==> src/rtl/add_pkg.sv <==
// Shared types and sizing helpers for the bit-serial adder.
package add_pkg;

    typedef enum logic [1:0] {
        IDLE = 2'd0,
        RUN  = 2'd1,
        DONE = 2'd2
    } state_e;

    localparam int DEFAULT_WIDTH = 8;

    // One extra bit beyond clog2 so the counter can reach WIDTH without wrapping.
    function automatic int cnt_width(input int w);
        return $clog2(w) + 1;
    endfunction

endpackage

==> src/rtl/full_add_cell.sv <==
// One-bit full adder built from two half-adder stages and an OR.
module full_add_cell (
    input  logic x,
    input  logic y,
    input  logic cin,
    output logic s,
    output logic co
);

    logic p, g1, g2;

    assign p  = x ^ y;
    assign g1 = x & y;
    assign s  = p ^ cin;
    assign g2 = p & cin;
    assign co = g1 | g2;

endmodule

==> src/rtl/serial_add_ctrl.sv <==
// Bit-serial adder behind a start/done handshake: one full-adder cell,
// one carry flop, operands consumed LSB-first one bit per clock.
//
//   state | meaning
//   IDLE  | waiting for start
//   RUN   | adding bit cnt_q; busy high
//   DONE  | result valid, done pulse; start accepted here as in IDLE
module serial_add_ctrl
    import add_pkg::*;
#(
    parameter int WIDTH = DEFAULT_WIDTH
) (
    input  logic             clk,
    input  logic             rst,
    input  logic             start,
    input  logic [WIDTH-1:0] a,
    input  logic [WIDTH-1:0] b,
    output logic [WIDTH-1:0] sum,
    output logic             cout,
    output logic             busy,
    output logic             done
);

    localparam int CW = cnt_width(WIDTH);

    state_e           state_q;
    logic [WIDTH-1:0] a_sr_q;
    logic [WIDTH-1:0] b_sr_q;
    logic [WIDTH-2:0] res_sr_q;
    logic             carry_q;
    logic [CW-1:0]    cnt_q;

    logic             sum_bit_d;
    logic             carry_d;
    logic [WIDTH-1:0] res_d;

    full_add_cell u_fa (
        .x   (a_sr_q[0]),
        .y   (b_sr_q[0]),
        .cin (carry_q),
        .s   (sum_bit_d),
        .co  (carry_d)
    );

    // The register keeps only the WIDTH-1 settled bits; the live sum bit
    // completes the word, so on the last RUN edge res_d is the full result.
    assign res_d = {sum_bit_d, res_sr_q};

    always_ff @(posedge clk) begin
        if (rst) begin
            state_q  <= IDLE;
            a_sr_q   <= '0;
            b_sr_q   <= '0;
            res_sr_q <= '0;
            carry_q  <= 1'b0;
            cnt_q    <= '0;
            sum      <= '0;
            cout     <= 1'b0;
            busy     <= 1'b0;
            done     <= 1'b0;
        end else begin
            done <= 1'b0;
            case (state_q)
                IDLE, DONE: begin
                    if (start) begin
                        a_sr_q   <= a;
                        b_sr_q   <= b;
                        res_sr_q <= '0;
                        carry_q  <= 1'b0;
                        cnt_q    <= '0;
                        busy     <= 1'b1;
                        state_q  <= RUN;
                    end else begin
                        state_q  <= IDLE;
                    end
                end
                RUN: begin
                    res_sr_q <= res_d[WIDTH-1:1];
                    carry_q  <= carry_d;
                    a_sr_q   <= {1'b0, a_sr_q[WIDTH-1:1]};
                    b_sr_q   <= {1'b0, b_sr_q[WIDTH-1:1]};
                    cnt_q    <= cnt_q + CW'(1);
                    if (cnt_q == CW'(WIDTH - 1)) begin
                        sum     <= res_d;
                        cout    <= carry_d;
                        busy    <= 1'b0;
                        done    <= 1'b1;
                        state_q <= DONE;
                    end
                end
                default: begin
                    busy    <= 1'b0;
                    state_q <= IDLE;
                end
            endcase
        end
    end

endmodule

==> config.mk <==
export PLATFORM = sky130hd
export DESIGN_NAME = serial_add_ctrl
export DESIGN_NICKNAME = d
export VERILOG_FILES = /design/src/rtl/add_pkg.sv /design/src/rtl/full_add_cell.sv /design/src/rtl/serial_add_ctrl.sv
export SDC_FILE = /design/constraint.sdc
export NUM_CORES = 1
export LEC_CHECK = 0
export CAP_MARGIN = 0
export CORE_ASPECT_RATIO = 1.75
export CORE_MARGIN = 4
export CORE_UTILIZATION = 35
export DETAILED_ROUTE_END_ITERATION = 6
export PLACE_DENSITY = 0.55
export SLEW_MARGIN = 10
export SYNTH_ARGS = -nofsm -noshare
export SYNTH_HDL_FRONTEND = slang
export SYNTH_SLANG_ARGS = --single-unit
==> constraint.sdc <==
create_clock -name clk -period 3.6 [get_ports clk]
set_input_delay 0.72 -clock clk [delete_from_list [all_inputs] [get_ports clk]]
set_output_delay 0.72 -clock clk [all_outputs]
set_load 0.1 [all_outputs]
==> impl_metrics.toml, run 1 <==
[floorplan]
io_pins = 30
die_h_microns = 101
initial_utilization_pct = 36.4
core_area_sq_um = 4750
row_count = 33
dieArea_sq_um = 6180
die_w_microns = 61.2

[detailed_routing]
drc_errors = 0
viasPerCell = 5.24
ant_nets = 0
drt_wl_total_mm = 3.51
firstDrtPassIters = 4
wl_per_cell_microns = 13.5
drtIter0Drc = 29
num_vias = 1367

[worst_setup_path]
crit_path_start_kind = "flop"
regToRegStartpoint = "state_q[0]$_SDFFE_PP0P_"
crit_type = "reg -> out"
slowest_stage = "clkdlybuf4s50_1"
path_delay_family = "buffers and inverters"
path_max_fanout = 2
cp.required_ns = 2.88
path_cells = "clkdlybuf4s50_1"
cp-startpoint = "cout$_SDFFE_PP0P_"
critPathArrivalTime_ns = 1.79
slowest_delay_ns = 1.14
endpoint_kind = "primary output"
path_buf_inv = 1

[clock_network]
cts_root_buf = "clkbuf_8"
clk_latency_ns = 0.29
numCtsBuffers = 5
cts_hold_buf = 0
cts_num_sinks = 41
clk_pin_slew_ns = 0.08
post_cts_buffers = 0
cts_tree = "yes"
ctsResizeCount = 0
htreeDepth = 2
clockBufferDepth = 2

[finish]
most-common-layout-cells = "dfxtp_1 (41), clkdlybuf4s50_1 (29), a21oi_1 (28)"
drive_above_1_share_pct = 8.13
final_common_cell = "dfxtp_1"
post-route-util_pct = 44.8
stdcell_area_sq_um = 2130
syn2layout_area_growth_pct = 23.1
fin_cells = 261
n_antenna_cell = 0
nets = 229

[placement]
hpwl_mm = 2.40
gp_congestion = 0.694
port_buffers = 29
dpl_cell_area_sq_um = 2010
dp_cells = 253

[pwr]
p_sw_mw = 0.228
peakVddDrop_mv = 0.242
power.share.clock_pct = 39.7
combPwrFrac_pct = 10.6
swShare_pct = 23.6
power_mw = 0.966
p_leak_nw = 0.732
seqPwrFrac_pct = 49.6
intPower_mw = 0.739
power_density_nw_per_um2 = 454

[timing]
clock.fmax_mhz = 399
worstMarginPinSlew_ns = 0.977
hold_viol = 0
skew_ns = 0.00805
drv_slew = 0
rsz0062_at_grt = "no"
setup_violations = 0
slew_headroom_pct = 34.9
setup_tns_ns = 0
fin_crit_ns = 2.51
post-route-period-util_pct = 69.6

[grt]
grt_max_degree = 33
grt_pass1_wl_mm = 5.90
antenna_found_initial = 0
grt.total_usage_pct = 12.5
grt_pass1_vias = 1337
overflow = 0

[logic_synthesis]
yosysTopAreaCellShare_pct = 47.4
synth.largest_area_cell = "dfxtp_1"
ys_ff_latch = 41
synth_area_sq_um = 1730
ys_top_cells_by_area = "dfxtp_1 (47%), a21oi_1 (8.1%), nand2b_1 (8.0%), nand3_1 (7.5%), a22oi_1 (6.1%)"
ys_seq_area_share_pct = 47.4
syn-num-nets = 205
ys_types = 25
yosys_warnings = 0
syn_area_per_cell_sq_um = 9.40
netlist_instances = 184

[outcome]
outcome = "finished, final reports clean"

[worst_hold_path]
hold_path.class = "reg -> reg"
hold_start = "res_sr_q[0]$_SDFFE_PP0P_"

[flow_run]
drv_cap = 0
power by group through the flow:
| stage | Clock [mW] | Combinational (mW) | Sequential [mW] |
|---|---|---|---|
| 5_1_grt | 0.409 | 0.113 | 0.482 |
| 3_3_place_gp | 0 | 0.101 | 0.489 |
| 4_1_cts | 0.393 | 0.105 | 0.480 |
| 2_1_floorplan | 0 | 0.0703 | 0.494 |
| 3_5_place_dp | 0 | 0.105 | 0.490 |
| 6_report | 0.384 | 0.103 | 0.479 |
per-layer routing:
layer  global-route usage (%)  up-vias  part of all wire [%]
met4                     5.51        0                   1.7
li1                         -      692                     -
met2                     21.8       29                    54
met5                        0        -                     0
met1                     13.3      639                    40
met3                     3.72        7                   4.4
worst reg2reg max path: cells and delay by family, from the launching register on:
kind	cells	cell delay, ns
simple gates	2	0.97
mux	1	0.33
flops	1	0.38
worst paths after layout:
kind / end / slack, ns / cells after the start
worst max-delay path: cout / 1.09 / 1
worst min-delay path: res_sr_q[0]$_SDFFE_PP0P_ / 0.47 / 2
worst max register to register: cnt_q[3]$_SDFFE_PP0P_ / 1.81 / 3
worst min register to register: res_sr_q[0]$_SDFFE_PP0P_ / 0.47 / 2
layout make-up:
cell class,instances,area [sq um]
clock buffers,6,82.6
clock inverters,2,37.5
fillers,481,2620
multi-input cells,127,803
flip-flops and latches,41,821
well taps,52,65.1
repair buffers,33,320
sequential cells by signal (all words and copies together) (netlist names):
name,flops
a_sr_q,8
b_sr_q,8
busy,1
carry_q,1
cnt_q,4
cout,1
done,1
res_sr_q,7
state_q,2
sum,8
Yosys cell counts (all sizes together):
master	instances
nor3b	1
dfxtp	41
nor3	2
a211oi	2
nand2	11
ha	1
a21oi	28
nand4	1
nor2b	1
buf	12
fa	1
mux2	2
clkbuf	4
and2b	1
mux2i	9
nand3	26
nor2	4
nand3b	1
nand2b	22
a22oi	14
through the flow:
stage	setup slack, ns	hold slack, ns
2_1_floorplan	1.95	0.446
3_3_place_gp	1.29	0.457
3_5_place_dp	1.22	0.462
4_1_cts	1.07	0.475
5_1_grt	1.04	0.501
6_report	1.09	0.473
cells by family after synthesis:
group | share of synthesized area [%]
compound gates | 15.3
fa+ha+maj | 1.88
buf+inv | 6.15
flops | 47.4
mux | 6.72
simple gates | 22.5
(Power assumes the default switching activity.)
==> run 2, diff against run 1 <==
Settings changed: PLACE_DENSITY 0.55 to 0.57.
Clock period 3.6 ns to 2.23 ns, I/O delays scaled along.
==> run 2 against run 1 <==
Compared with the run above:
- clock power grew 28%
- critical path type is now in -> reg
- clock skew shrank 0.0048 ns
- sequential power grew 62%
- global-route usage grew 0.43 points
- final area shrank 0.88%
==> impl_metrics.toml, run 2 (synthesized netlist as in run 1, its figures left out) <==
[outcome]
outcome = "finished, final reports clean"

[floorplan]
dieArea_sq_um = 6180
initial_utilization_pct = 36.4
core_area_sq_um = 4750
io_pins = 30
row_count = 33
die_h_microns = 101
die_w_microns = 61.2

[grt]
grt_pass1_wl_mm = 6.00
grt.total_usage_pct = 12.9
grt_pass1_vias = 1373
grt_max_degree = 31
antenna_found_initial = 0
overflow = 0

[finish]
syn2layout_area_growth_pct = 22.0
largestRegisters = "a_sr_q: 8 flops, b_sr_q: 8 flops, sum: 8 flops"
most-common-layout-cells = "dfxtp_1 (41), a21oi_1 (28), nand3_1 (26)"
area.sequential_sq_um = 821
post-route-util_pct = 44.5
final_common_cell = "dfxtp_1"
nets = 233
drive_above_1_share_pct = 14.2
nFillCells = 468
multi_input_area_sq_um = 803
n_antenna_cell = 0

[detailed_routing]
firstDrtPassIters = 4
drtIter0Drc = 20
viasPerCell = 5.24
num_vias = 1384
drc_errors = 0
wl_per_cell_microns = 13.7
ant_nets = 0
drt_wl_total_mm = 3.63

[clock_network]
htreeDepth = 2
clk_latency_ns = 0.29
post_cts_buffers = 0
numCtsBuffers = 5
clockBufferDepth = 2
clk_pin_slew_ns = 0.07
cts_hold_buf = 0
ctsResizeCount = 0
cts_tree = "yes"
cts_root_buf = "clkbuf_8"
cts_num_sinks = 41

[worst_hold_path]
hold_path.class = "reg -> reg"
hold_path_depth = 2

[worst_setup_path]
cp.required_ns = 2.45
crit_type = "in -> reg"
crit_path_start_kind = "input pin"
path_buf_inv = 2
slowest_stage = "clkdlybuf4s50_1"
crit_cells = 5
cp-startpoint = "start"
reg2reg_to = "cnt_q[3]$_SDFFE_PP0P_"
path_delay_family = "buffers and inverters"
worstRegToRegCells = 3
path_max_fanout = 17
setup.worst_path.end = "a_sr_q[4]$_SDFFE_PP0P_"
regToRegSetupSlack_ns = 0.76
endpoint_kind = "flop"
regToRegStartpoint = "state_q[0]$_SDFFE_PP0P_"
path_cells = "clkdlybuf4s50_1 > nor2b_1 > buf_4 > a22oi_1 > a21oi_1"
slowest_delay_ns = 0.47
critPathArrivalTime_ns = 1.72

[timing]
rsz0062_at_grt = "no"
skew_ns = 0.00320
drv_slew = 0
clock.fmax_mhz = 668
worstMarginPinSlew_ns = 0.494
post-route-period-util_pct = 67.1
hold_viol = 0
setup_tns_ns = 0
whs_ns = 0.470
fin_crit_ns = 1.50
setup_violations = 0
slew_headroom_pct = 67.1

[pwr]
power_mw = 1.44
seqPwrFrac_pct = 53.8
swShare_pct = 24.9
peakVddDrop_mv = 0.449
p_leak_nw = 0.765
intPower_mw = 1.08
combPwrFrac_pct = 12.2
power.share.clock_pct = 34.0
p_sw_mw = 0.358
power_density_nw_per_um2 = 683

[placement]
hpwl_mm = 2.48
gp_congestion = 0.775
port_buffers = 29

[flow_run]
drv_cap = 0
[run 2: cell types whose count changed in the layout (fill, tap and decap cells not counted)]
cell	before	now
buf_12	0	1
buf_4	4	18
bufinv_16	1	0
clkbuf_1	0	1
clkdlybuf4s50_1	29	18
clkinvlp_4	1	0
[run 2: worst reg2reg max path, cell delays in order, from the launching register on]
cell and delay [ns]:
dfxtp_1 0.39, and2b_1 0.46, nand4_1 0.19, mux2_4 0.32
[run 2: worst min-delay path by stage]
stage / startpoint / to / slack [ns]
after floorplan: res_sr_q[1]$_SDFFE_PP0P_ / res_sr_q[0]$_SDFFE_PP0P_ / 0.45
after global placement: a_sr_q[4]$_SDFFE_PP0P_ / a_sr_q[4]$_SDFFE_PP0P_ / 0.46
after detailed placement: a_sr_q[3]$_SDFFE_PP0P_ / a_sr_q[3]$_SDFFE_PP0P_ / 0.46
after CTS: a_sr_q[3]$_SDFFE_PP0P_ / a_sr_q[3]$_SDFFE_PP0P_ / 0.47
after global routing: a_sr_q[7]$_SDFFE_PP0P_ / a_sr_q[7]$_SDFFE_PP0P_ / 0.50
final: res_sr_q[4]$_SDFFE_PP0P_ / res_sr_q[3]$_SDFFE_PP0P_ / 0.47
[run 2: power groups by stage]
stage,sequential [mW],clock [mW],combinational (mW)
6_report,0.775,0.490,0.176
5_1_grt,0.778,0.535,0.194
4_1_cts,0.774,0.508,0.178
3_5_place_dp,0.792,0,0.178
3_3_place_gp,0.790,0,0.174
2_1_floorplan,0.798,0,0.113
[run 2: cell type report]
cell class	count	share of cell area (%)
Timing Repair Buffer	37	15.9
Tap cell	52	3.08
Clock buffer	7	4.09
Multi-Input combinational cell	127	38.1
Sequential cell	41	38.9
[run 2: metrics by stage]
stage / cell area, sq um / cells / setup WS [ns]
floorplan: 1730 / 184 / 0.859
global placement: 2020 / 257 / 0.456
detailed placement: 2020 / 257 / 0.430
CTS: 2110 / 264 / 0.739
global route: 2110 / 264 / 0.636
finish: 2110 / 264 / 0.734
[run 2: metal layers]
layer | vias to the layer above | part of all wire (%) | routed length [microns] | track usage (%)
met1 | 657 | 40 | 1460 | 13.4
met2 | 27 | 54 | 1940 | 22.4
met4 | 0 | 2.2 | 81 | 7.01
met5 | - | 0 | 0 | 0
li1 | 694 | - | - | -
met3 | 6 | 3.9 | 142 | 3.46
==> run 3, diff against run 2 <==
Settings changed: PLACE_DENSITY 0.57 to 0.55.
Clock period 2.23 ns to 1.5 ns, I/O delays scaled along.
==> run 3 against run 2 <==
Compared with the run above:
- critical path depth down 1
- combinational power up 55%
- sequential share of layout area down 2.5 points
- critical path type is now reg -> reg
==> impl_metrics.toml, run 3 (synthesized netlist as in run 1, its figures left out) <==
[placement]
hpwl_mm = 2.55
gp_congestion = 0.688
dpl_cell_area_sq_um = 2170
dpl_worst_slack_ns = -0.111
port_buffers = 29

[detailed_routing]
wl_met3_microns = 217
wl_per_cell_microns = 13.2
firstDrtPassIters = 4
highest_layer = "met4"
drtIter0Drc = 32
num_vias = 1397
wl_met2_mm = 1.92
ant_nets = 0
viasPerCell = 5.27
drt_wl_total_mm = 3.50
wl_met1_mm = 1.30
drc_errors = 0

[worst_setup_path]
endpoint_kind = "flop"
crit_path_start_kind = "flop"
crit_type = "reg -> reg"
regToRegStartpoint = "cnt_q[0]$_SDFFE_PP0P_"
critPathArrivalTime_ns = 1.55
cp-startpoint = "cnt_q[0]$_SDFFE_PP0P_"
cp.required_ns = 1.72
path_max_fanout = 9
regToRegSetupSlack_ns = 0.17
worstRegToRegCells = 4
reg2reg_to = "sum[7]$_SDFFE_PP0P_"

[floorplan]
die_h_microns = 101
core_area_sq_um = 4750
initial_utilization_pct = 36.4
die_w_microns = 61.2
io_pins = 30
dieArea_sq_um = 6180
row_count = 33

[pwr]
power_density_nw_per_um2 = 934
p_leak_nw = 0.796
p_sw_mw = 0.519
peakVddDrop_mv = 0.680
seqPwrFrac_pct = 54.8
power_mw = 2.11
power.share.clock_pct = 32.3
combPwrFrac_pct = 12.9
swShare_pct = 24.6
intPower_mw = 1.59

[finish]
n_antenna_cell = 0
most-common-layout-cells = "dfxtp_1 (41), a21oi_1 (28), nand3_1 (26)"
largestRegisters = "a_sr_q: 8 flops, b_sr_q: 8 flops, sum: 8 flops"
syn2layout_area_growth_pct = 30.3
drive_above_1_share_pct = 13.6
stdcell_area_sq_um = 2250
nFillCells = 459
final_common_cell = "dfxtp_1"
nets = 233

[flow_run]
drv_cap = 0

[timing]
worst_slack_ns = 0.170
setup_violations = 0
slew_headroom_pct = 84.1
rsz0062_at_grt = "no"
skew_ns = 0.00654
clock.fmax_mhz = 752
fin_crit_ns = 1.33
hold_viol = 0
drv_slew = 0
post-route-period-util_pct = 88.7
worstMarginPinSlew_ns = 0.237

[worst_hold_path]
hold_start = "res_sr_q[4]$_SDFFE_PP0P_"
hold-path-endpoint = "res_sr_q[3]$_SDFFE_PP0P_"
hold_path.class = "reg -> reg"
hold_path_depth = 2

[clock_network]
htreeDepth = 2
numCtsBuffers = 5
post_cts_buffers = 0
cts_root_buf = "clkbuf_8"
cts_hold_buf = 0
clk_pin_slew_ns = 0.07
cts_tree = "yes"
ctsResizeCount = 0
clockBufferDepth = 2
clk_latency_ns = 0.29
cts_num_sinks = 41

[grt]
overflow = 0
grt_pass1_vias = 1424
grt_pass1_wl_mm = 6.00
grt_max_degree = 38
grt.total_usage_pct = 12.7
antenna_found_initial = 0

[outcome]
outcome = "finished, final reports clean"
==> run 3: cell types whose count changed in the layout (fill, tap and decap cells not counted), sizes merged <==
cell	change
clkbuf	+1
==> run 3: worst max-delay path by stage <==
| stage | endpoint | slack [ns] | cells after the start |
|---|---|---|---|
| after floorplan | busy$_SDFFE_PP0P_ | 0.18 | 2 |
| after global placement | busy$_SDFFE_PP0P_ | -0.08 | 5 |
| after detailed placement | busy$_SDFFE_PP0P_ | -0.11 | 5 |
| after CTS | sum[7]$_SDFFE_PP0P_ | 0.13 | 4 |
| after global routing | busy$_SDFFE_PP0P_ | 0.03 | 5 |
| final | sum[7]$_SDFFE_PP0P_ | 0.17 | 4 |
==> run 3: metrics by stage <==
step	instances	TNS, ns	utilization (%)	hold WS (ns)
2_1_floorplan	184	0	-	0.436
3_3_place_gp	257	-0.339	45.8	0.454
3_5_place_dp	257	-0.779	45.8	0.463
4_1_cts	265	0	47.5	0.471
5_1_grt	265	0	47.5	0.494
6_report	265	0	47.5	0.466
==> run 3: worst max-delay path: stages, from the launching register on <==
cell      delay, ns
dfxtp_1        0.37
ha_1           0.21
nand3b_2       0.21
nor2_8         0.26
mux2i_1        0.20
==> run 3: cell type report <==
type | instances | area [sq um] | share of cell area, %
Multi-Input combinational cell | 127 | 803 | 35.6
Tap cell | 52 | 65.1 | 2.89
Timing Repair Buffer | 37 | 485 | 21.5
Clock buffer | 8 | 80.1 | 3.55
Sequential cell | 41 | 821 | 36.4
==> run 3: power groups by stage <==
stage | Clock (mW) | Combinational [mW] | Sequential [mW]
after global placement | 0 | 0.271 | 1.18
after global routing | 0.741 | 0.299 | 1.16
after detailed placement | 0 | 0.276 | 1.18
after CTS | 0.704 | 0.276 | 1.15
after floorplan | 0 | 0.169 | 1.19
final | 0.680 | 0.272 | 1.15
==> run 3: per-layer routing <==
metal / vias up / GRT usage (%)
li1: 699 / -
met1: 656 / 13.0
met2: 37 / 22.2
met3: 5 / 4.74
met4: 0 / 5.51
met5: - / 0
